===== src/rtl/irq_pkg.sv =====
// Shared constants and types for the interrupt controller slice.
// Holds source/group counts, bus widths, register addresses, the base
// vector and the per-group priority type.
package irq_pkg;

  localparam int unsigned NUM_IRQ    = 16;
  localparam int unsigned NUM_GROUPS = 8;
  localparam int unsigned IDX_W      = 4;
  localparam int unsigned ADDR_W     = 24;
  localparam int unsigned DATA_W     = 8;
  localparam int unsigned VEC_W      = 6;

  localparam logic [VEC_W-1:0] VECTOR_BASE = 6'h03;

  localparam logic [ADDR_W-1:0] ADDR_PRIO_LO    = 24'h002020;
  localparam logic [ADDR_W-1:0] ADDR_PRIO_HI    = 24'h002021;
  localparam logic [ADDR_W-1:0] ADDR_ENABLE_LO  = 24'h002022;
  localparam logic [ADDR_W-1:0] ADDR_ENABLE_HI  = 24'h002023;
  localparam logic [ADDR_W-1:0] ADDR_FLAGS_LO   = 24'h002024;
  localparam logic [ADDR_W-1:0] ADDR_FLAGS_HI   = 24'h002025;
  localparam logic [ADDR_W-1:0] ADDR_PENDING_LO = 24'h002026;
  localparam logic [ADDR_W-1:0] ADDR_PENDING_HI = 24'h002027;

  typedef logic [1:0] prio_t;

endpackage


===== src/rtl/irq_controller_if.sv =====
// Peripheral bus bundle seen by the interrupt controller.
//   bus_write      : one-cycle write strobe
//   bus_read       : read strobe, informational only
//   bus_address_in : byte address
//   bus_data_in    : write data
//   bus_data_out   : read data, combinational from the address
interface irq_controller_if;
  import irq_pkg::*;

  logic              bus_write;
  logic              bus_read;
  logic [ADDR_W-1:0] bus_address_in;
  logic [DATA_W-1:0] bus_data_in;
  logic [DATA_W-1:0] bus_data_out;

  modport master (
    output bus_write, bus_read, bus_address_in, bus_data_in,
    input  bus_data_out
  );

  modport slave (
    input  bus_write, bus_read, bus_address_in, bus_data_in,
    output bus_data_out
  );

endinterface


===== src/rtl/irq_prio_select.sv =====
// Combinational winner selection among pending sources.
//   pending      : per-source pending bits (flags & enable)
//   prio         : 2-bit priority per group of two sources, 0 = masked
//   winner_idx   : lowest-index source holding the highest non-zero priority
//   winner_level : that priority, 0 when nothing is a candidate
module irq_prio_select
  import irq_pkg::*;
(
  input  logic [NUM_IRQ-1:0]    pending,
  input  prio_t [NUM_GROUPS-1:0] prio,
  output logic [IDX_W-1:0]      winner_idx,
  output prio_t                 winner_level
);

  // Ascending scan with strict '>' keeps the lowest index on ties.
  always_comb begin
    winner_idx   = '0;
    winner_level = '0;
    for (int unsigned i = 0; i < NUM_IRQ; i++) begin
      if (pending[i] && (prio[i >> 1] > winner_level)) begin
        winner_idx   = IDX_W'(i);
        winner_level = prio[i >> 1];
      end
    end
  end

endmodule


===== src/rtl/irq_controller.sv =====
// Interrupt controller: edge-detects 16 source lines into W1C flags, masks
// them with per-source enables and per-group priorities, and presents the
// highest-priority pending request to the CPU through registered outputs.
// Owns registers 0x2020-0x2027 on the peripheral bus.
//   clk, reset (async, active-low)
//   bus          : peripheral bus slave (irq_controller_if)
//   irq_sources  : peripheral interrupt lines, active-high
//   irq_ack      : CPU acknowledge of the presented request
//   irq_req      : request pending (level > 0)
//   irq_vector   : vector of the presented request, held when idle
//   irq_level    : priority of the presented request
// Build option: define IRQ_AUTO_CLEAR_EN to clear the acknowledged flag on irq_ack.
module irq_controller
  import irq_pkg::*;
(
  input  logic               clk,
  input  logic               reset,
  irq_controller_if.slave    bus,
  input  logic [NUM_IRQ-1:0] irq_sources,
  input  logic               irq_ack,
  output logic               irq_req,
  output logic [VEC_W-1:0]   irq_vector,
  output prio_t              irq_level
);

  logic [NUM_IRQ-1:0] src_q;
  logic [NUM_IRQ-1:0] flags_q;
  logic [NUM_IRQ-1:0] enable_q;
  logic [NUM_IRQ-1:0] prio_q;

  logic [NUM_IRQ-1:0] edge_c;
  logic [NUM_IRQ-1:0] set_c;
  logic [NUM_IRQ-1:0] clr_c;
  logic [NUM_IRQ-1:0] pending_c;
  logic [IDX_W-1:0]   win_idx;
  prio_t              win_level;

`ifdef IRQ_AUTO_CLEAR_EN
  logic [IDX_W-1:0]   ack_idx_q;
  logic               unused_c;
  assign unused_c = bus.bus_read;
`else
  logic               unused_c;
  assign unused_c = bus.bus_read ^ irq_ack;
`endif

  assign edge_c    = irq_sources & ~src_q;
  assign set_c     = edge_c & enable_q;
  assign pending_c = flags_q & enable_q;

  // Flag clear sources: bus write-1-clear and, optionally, the acknowledge.
  always_comb begin
    clr_c = '0;
    if (bus.bus_write && (bus.bus_address_in == ADDR_FLAGS_LO)) begin
      clr_c[7:0] = bus.bus_data_in;
    end
    if (bus.bus_write && (bus.bus_address_in == ADDR_FLAGS_HI)) begin
      clr_c[15:8] = bus.bus_data_in;
    end
`ifdef IRQ_AUTO_CLEAR_EN
    if (irq_ack && irq_req) begin
      clr_c[ack_idx_q] = 1'b1;
    end
`endif
  end

  // Register read mux; unmapped addresses read as zero.
  always_comb begin
    bus.bus_data_out = '0;
    case (bus.bus_address_in)
      ADDR_PRIO_LO:    bus.bus_data_out = prio_q[7:0];
      ADDR_PRIO_HI:    bus.bus_data_out = prio_q[15:8];
      ADDR_ENABLE_LO:  bus.bus_data_out = enable_q[7:0];
      ADDR_ENABLE_HI:  bus.bus_data_out = enable_q[15:8];
      ADDR_FLAGS_LO:   bus.bus_data_out = flags_q[7:0];
      ADDR_FLAGS_HI:   bus.bus_data_out = flags_q[15:8];
      ADDR_PENDING_LO: bus.bus_data_out = pending_c[7:0];
      ADDR_PENDING_HI: bus.bus_data_out = pending_c[15:8];
      default:         bus.bus_data_out = '0;
    endcase
  end

  irq_prio_select u_prio_select (
    .pending      (pending_c),
    .prio         (prio_q),
    .winner_idx   (win_idx),
    .winner_level (win_level)
  );

  // Edge detect, flags (set wins over clear) and configuration registers.
  always_ff @(posedge clk or negedge reset) begin
    if (!reset) begin
      src_q    <= '0;
      flags_q  <= '0;
      enable_q <= '0;
      prio_q   <= '0;
    end else begin
      src_q   <= irq_sources;
      flags_q <= (flags_q & ~clr_c) | set_c;
      if (bus.bus_write) begin
        case (bus.bus_address_in)
          ADDR_PRIO_LO:   prio_q[7:0]    <= bus.bus_data_in;
          ADDR_PRIO_HI:   prio_q[15:8]   <= bus.bus_data_in;
          ADDR_ENABLE_LO: enable_q[7:0]  <= bus.bus_data_in;
          ADDR_ENABLE_HI: enable_q[15:8] <= bus.bus_data_in;
          default:        ;
        endcase
      end
    end
  end

  // Registered CPU-facing request; the vector holds while idle.
  always_ff @(posedge clk or negedge reset) begin
    if (!reset) begin
      irq_req    <= 1'b0;
      irq_vector <= '0;
      irq_level  <= '0;
    end else begin
      irq_req   <= (win_level != 2'd0);
      irq_level <= win_level;
      if (win_level != 2'd0) begin
        irq_vector <= VECTOR_BASE + VEC_W'(win_idx);
      end
    end
  end

`ifdef IRQ_AUTO_CLEAR_EN
  // Source index of the presented vector, so an ack clears the right flag.
  always_ff @(posedge clk or negedge reset) begin
    if (!reset) begin
      ack_idx_q <= '0;
    end else if (win_level != 2'd0) begin
      ack_idx_q <= win_idx;
    end
  end
`endif

endmodule


===== src/flat_wrapper.sv =====
// flat-port wrapper written by rule: the top's interface ports become plain ports
module irq_controller_flat import irq_pkg::*;
  (clk, reset, irq_sources, irq_ack, irq_req, irq_vector, irq_level, bus_bus_write, bus_bus_read, bus_bus_address_in, bus_bus_data_in, bus_bus_data_out);
  irq_controller_if bus_i ();
  input  logic clk;
  input  logic reset;
  input  logic [NUM_IRQ-1:0] irq_sources;
  input  logic irq_ack;
  output logic irq_req;
  output logic [VEC_W-1:0] irq_vector;
  output prio_t irq_level;
  input wire logic [$bits(bus_i.bus_write)-1:0] bus_bus_write;
  input wire logic [$bits(bus_i.bus_read)-1:0] bus_bus_read;
  input wire logic [$bits(bus_i.bus_address_in)-1:0] bus_bus_address_in;
  input wire logic [$bits(bus_i.bus_data_in)-1:0] bus_bus_data_in;
  output wire logic [$bits(bus_i.bus_data_out)-1:0] bus_bus_data_out;
  assign bus_i.bus_write = bus_bus_write;
  assign bus_i.bus_read = bus_bus_read;
  assign bus_i.bus_address_in = bus_bus_address_in;
  assign bus_i.bus_data_in = bus_bus_data_in;
  assign bus_bus_data_out = bus_i.bus_data_out;
  irq_controller u_core (.clk(clk), .reset(reset), .bus(bus_i), .irq_sources(irq_sources), .irq_ack(irq_ack), .irq_req(irq_req), .irq_vector(irq_vector), .irq_level(irq_level));
endmodule

===== config.mk =====
export PLATFORM = sky130hd
export DESIGN_NAME = irq_controller_flat
export DESIGN_NICKNAME = d
export VERILOG_FILES = /design/src/rtl/irq_pkg.sv /design/src/rtl/irq_controller_if.sv /design/src/rtl/irq_prio_select.sv /design/src/rtl/irq_controller.sv /design/src/flat_wrapper.sv
export SDC_FILE = /design/constraint.sdc
export NUM_CORES = 1
export LEC_CHECK = 0
export ABC_AREA = 1
export BUFFER_PORTS_ARGS = -buffer_cell sky130_fd_sc_hd__buf_2
export CAP_MARGIN = 40
export CORE_ASPECT_RATIO = 0.6
export CORE_MARGIN = 1.5
export CORE_UTILIZATION = 45
export DETAILED_ROUTE_END_ITERATION = 12
export MAX_ROUTING_LAYER = met4
export PLACE_DENSITY_LB_ADDON = 0.25
export SLEW_MARGIN = 5
export SYNTH_ARGS = -nofsm -noshare
export SYNTH_HDL_FRONTEND = slang
export SYNTH_SLANG_ARGS = --single-unit

===== constraint.sdc =====
create_clock -name clk -period 16.7 [get_ports clk]
set_input_delay 0 -clock clk [delete_from_list [all_inputs] [get_ports clk]]
set_output_delay 0 -clock clk [all_outputs]
set_load 0.1 [all_outputs]

==> flow_summary.json <==
{
  "synth-async-reset-ratio_pct": 100,
  "ff2ff_setup_slack_ps": 2700,
  "finalMaxSlewViolations": 0,
  "fp-row-count": 27,
  "relSlewSlack_pct": 53.1,
  "clock_power_share_pct": 49.3,
  "yosysSeqAreaShare_pct": 41.3,
  "ir_drop_mv": 0.0535,
  "gr-total-overflow": 0,
  "fin_crit_sh_pct": 83.8,
  "antenna_found_initial": 0,
  "port_buffers": 66,
  "dieArea_sq_um": 10300,
  "slowest_stage": "o21ai_0",
  "r2r_cells": 95,
  "finalSetupTns_ps": 0,
  "cp_max_fo": 7,
  "antenna_cells": 0,
  "wl_met1_um": 6150,
  "stdcell_count": 799,
  "cap_violations": 0,
  "synthTopCellsByArea": "dfrtp_1, nand2_1, inv_1, o21ai_0, ha_1",
  "pre_cts_ws_ps": 2810,
  "seq_area_sq_um": 1800,
  "dp_cells": 766,
  "rsz0062_at_grt": "false",
  "place.detailed.hpwl_um": 9170,
  "crit_path_end_kind": "register",
  "hold_buffers": 17,
  "clk_latency_ps": 340,
  "wl_per_cell_um": 14.9,
  "synth_edf_count": 0,
  "synth_commonest_cells": "nand2_1, inv_1, dfrtp_1, o21ai_0, nor2_1",
  "synth.distinct_cells": 32,
  "syn_inst": 571,
  "p_int_mw": 0.303,
  "tritoncts": "yes",
  "worstPathArrival_ps": 14220,
  "die_x_um": 130,
  "min_period_ps": 14000,
  "cts.repair.resized": 0,
  "p_seq_share_pct": 45.7,
  "post-cts-setup-buffers": 0,
  "layout.nets": 734,
  "die_h_um": 79.3,
  "crit_path_start": "u_core.flags_q[1]",
  "comb_power_share_pct": 5.0,
  "synth_area_leader_cell": "dfrtp_1",
  "grt_start_max_net_pins": 40,
  "powerDensity_nw_per_um2": 73.4,
  "outcome": "completed",
  "syn_area_sq_um": 4360,
  "dr.pass1.iters": 5,
  "worstHoldPathCells": 3,
  "postSynthNetCount": 641,
  "cts_buffer_depth": 2,
  "drive_above_1_share_pct": 19.1,
  "synth_flop_cell": "dfrtp_1",
  "cts_sinks": 72,
  "worst-setup-path-type": "register to register",
  "worst_pin_slew_ps": 701,
  "critPathMaxStageDelay_ps": 520,
  "drt-total-wl_um": 11900,
  "grt_pass1_vias": 3913,
  "drt_iter0_markers": 343,
  "sw_frac_of_total_pct": 22.8,
  "area_growth_syn_to_layout_pct": 22.5,
  "ant_nets": 0,
  "yosysMostFrequentCell": "nand2_1",
  "start_util_pct": 46.9,
  "hold_path.class": "input port to register",
  "critPathRequiredTime_ps": 16920,
  "coreArea_sq_um": 9290,
  "grt.total_usage_pct": 26.3,
  "setup_ws_ps": 2700,
  "r2r-start": "u_core.flags_q[1]",
  "cts_buffers": 9,
  "nFillCells": 880,
  "finalHoldViolations": 0,
  "dr_wl_met2_um": 4590,
  "top_layer": "met4",
  "gp_congestion": 0.964,
  "ys.warnings.count": 0,
  "power.switching_mw": 0.0894,
  "io_pins": 70,
  "r2r_end": "u_core.irq_vector[2]",
  "synth_seq_cells": 72,
  "via_per_inst": 5.30,
  "vias": 4233,
  "cpMostUsedCell": "nand2_1",
  "multi_input_area_sq_um": 2180,
  "p_leak_nw": 2.78,
  "finalSetupViolCount": 0,
  "grt_pass1_wl_um": 19800,
  "fmax_mhz": 71.4,
  "avgSynthCellArea_sq_um": 7.64,
  "h-tree-depth": 3,
  "utilization_pct": 57.5,
  "synth_top_area_share_pct": 41.3,
  "path_clk_slew_ps": 60,
  "start_kind": "register",
  "cts-root-buf": "clkbuf_16",
  "crit_path_end": "u_core.irq_vector[2]",
  "wl_met3_um": 1060,
  "route.detailed.drc": 0,
  "clock_skew_ps": 6.20
}
power groups by stage:
stage,registers [mW],clock network [mW],logic [mW]
after floorplan,0.182,0,0.00467
after global placement,0.182,0,0.0156
after detailed placement,0.182,0,0.0167
after CTS,0.179,0.197,0.0197
after global routing,0.180,0.205,0.0221
final,0.179,0.193,0.0194
flip-flops by register name (all words and copies together), names as in the netlist:
name / count
u_core.irq_vector: 5
u_core.prio_q: 16
u_core.flags_q: 16
u_core.enable_q: 16
u_core.irq_req: 1
u_core.irq_level: 2
u_core.src_q: 16
cell usage in the layout (no fill, tap or decap), types with 2 or more instances in the layout:
master         instances
o21ai_1                4
buf_4                  3
clkbuf_16              9
nor3_1                 4
ha_1                  17
clkinv_4               2
nor2_1                38
o22ai_1               20
dfrtp_1               72
nand2_1              130
inv_2                  3
o31ai_1               10
nand2_4                5
nand2_2               21
o21ai_0               61
a221oi_1               5
mux2_2                 2
inv_1                 92
nand3_1               26
a21oi_1               10
o2111ai_1              3
nand4_1               12
nand3_2                9
nor4_1                 5
buf_2                 66
a22oi_1                6
dlygate4sd3_1         17
o211ai_1               4
worst min path at each step:
| stage | from | endpoint |
|---|---|---|
| 2_1_floorplan | reset | u_core.enable_q[0] |
| 3_3_place_gp | irq_sources[8] | u_core.src_q[8] |
| 3_5_place_dp | reset | u_core.flags_q[10] |
| 4_1_cts | bus_bus_data_in[0] | u_core.enable_q[8] |
| 5_1_grt | bus_bus_data_in[1] | u_core.enable_q[9] |
| 6_report | bus_bus_data_in[0] | u_core.enable_q[8] |
routing by layer:
layer  up-vias  track usage [%]
li1       2092                -
met1      1962             39.2
met2       162             34.1
met3        17             7.55
met4         0             7.33
met5         -                -
area by class of cell:
cell class / count / share of cell area (%)
clock inverter: 6 / 1.29
sequential: 72 / 33.7
inverter: 96 / 6.75
timing repair buffer: 87 / 10.2
multi-input combinational: 398 / 40.7
clock buffer: 10 / 4.29
tap: 130 / 3.05
worst max-delay path: cells and delay by family (launching register included):
kind / cells / cell delay [ps]
compound gates: 18 / 3540
flops: 1 / 430
simple gates: 50 / 4480
fa+ha+maj: 15 / 4000
buf+inv: 9 / 650
xor+xnor: 1 / 150
mux: 2 / 670
kinds of logic after synthesis:
logic type	synth area share [%]
buf+inv	8.78
flops	41.3
mux	0.516
fa+ha+maj	4.88
compound gates	17.1
other cells	0.0860
xor+xnor	0.201
simple gates	27.1
stage by stage:
| stage | power (mW) | instance area, sq um | hold slack, ps |
|---|---|---|---|
| global placement | 0.198 | 4850 | 122 |
| CTS | 0.396 | 5340 | 1.27 |
| floorplan | 0.187 | 4360 | -296 |
| global route | 0.406 | 5340 | 50.4 |
| finish | 0.392 | 5340 | 12.5 |
| detailed placement | 0.199 | 4870 | 74.8 |
Power figures use the tool's default switching activity.
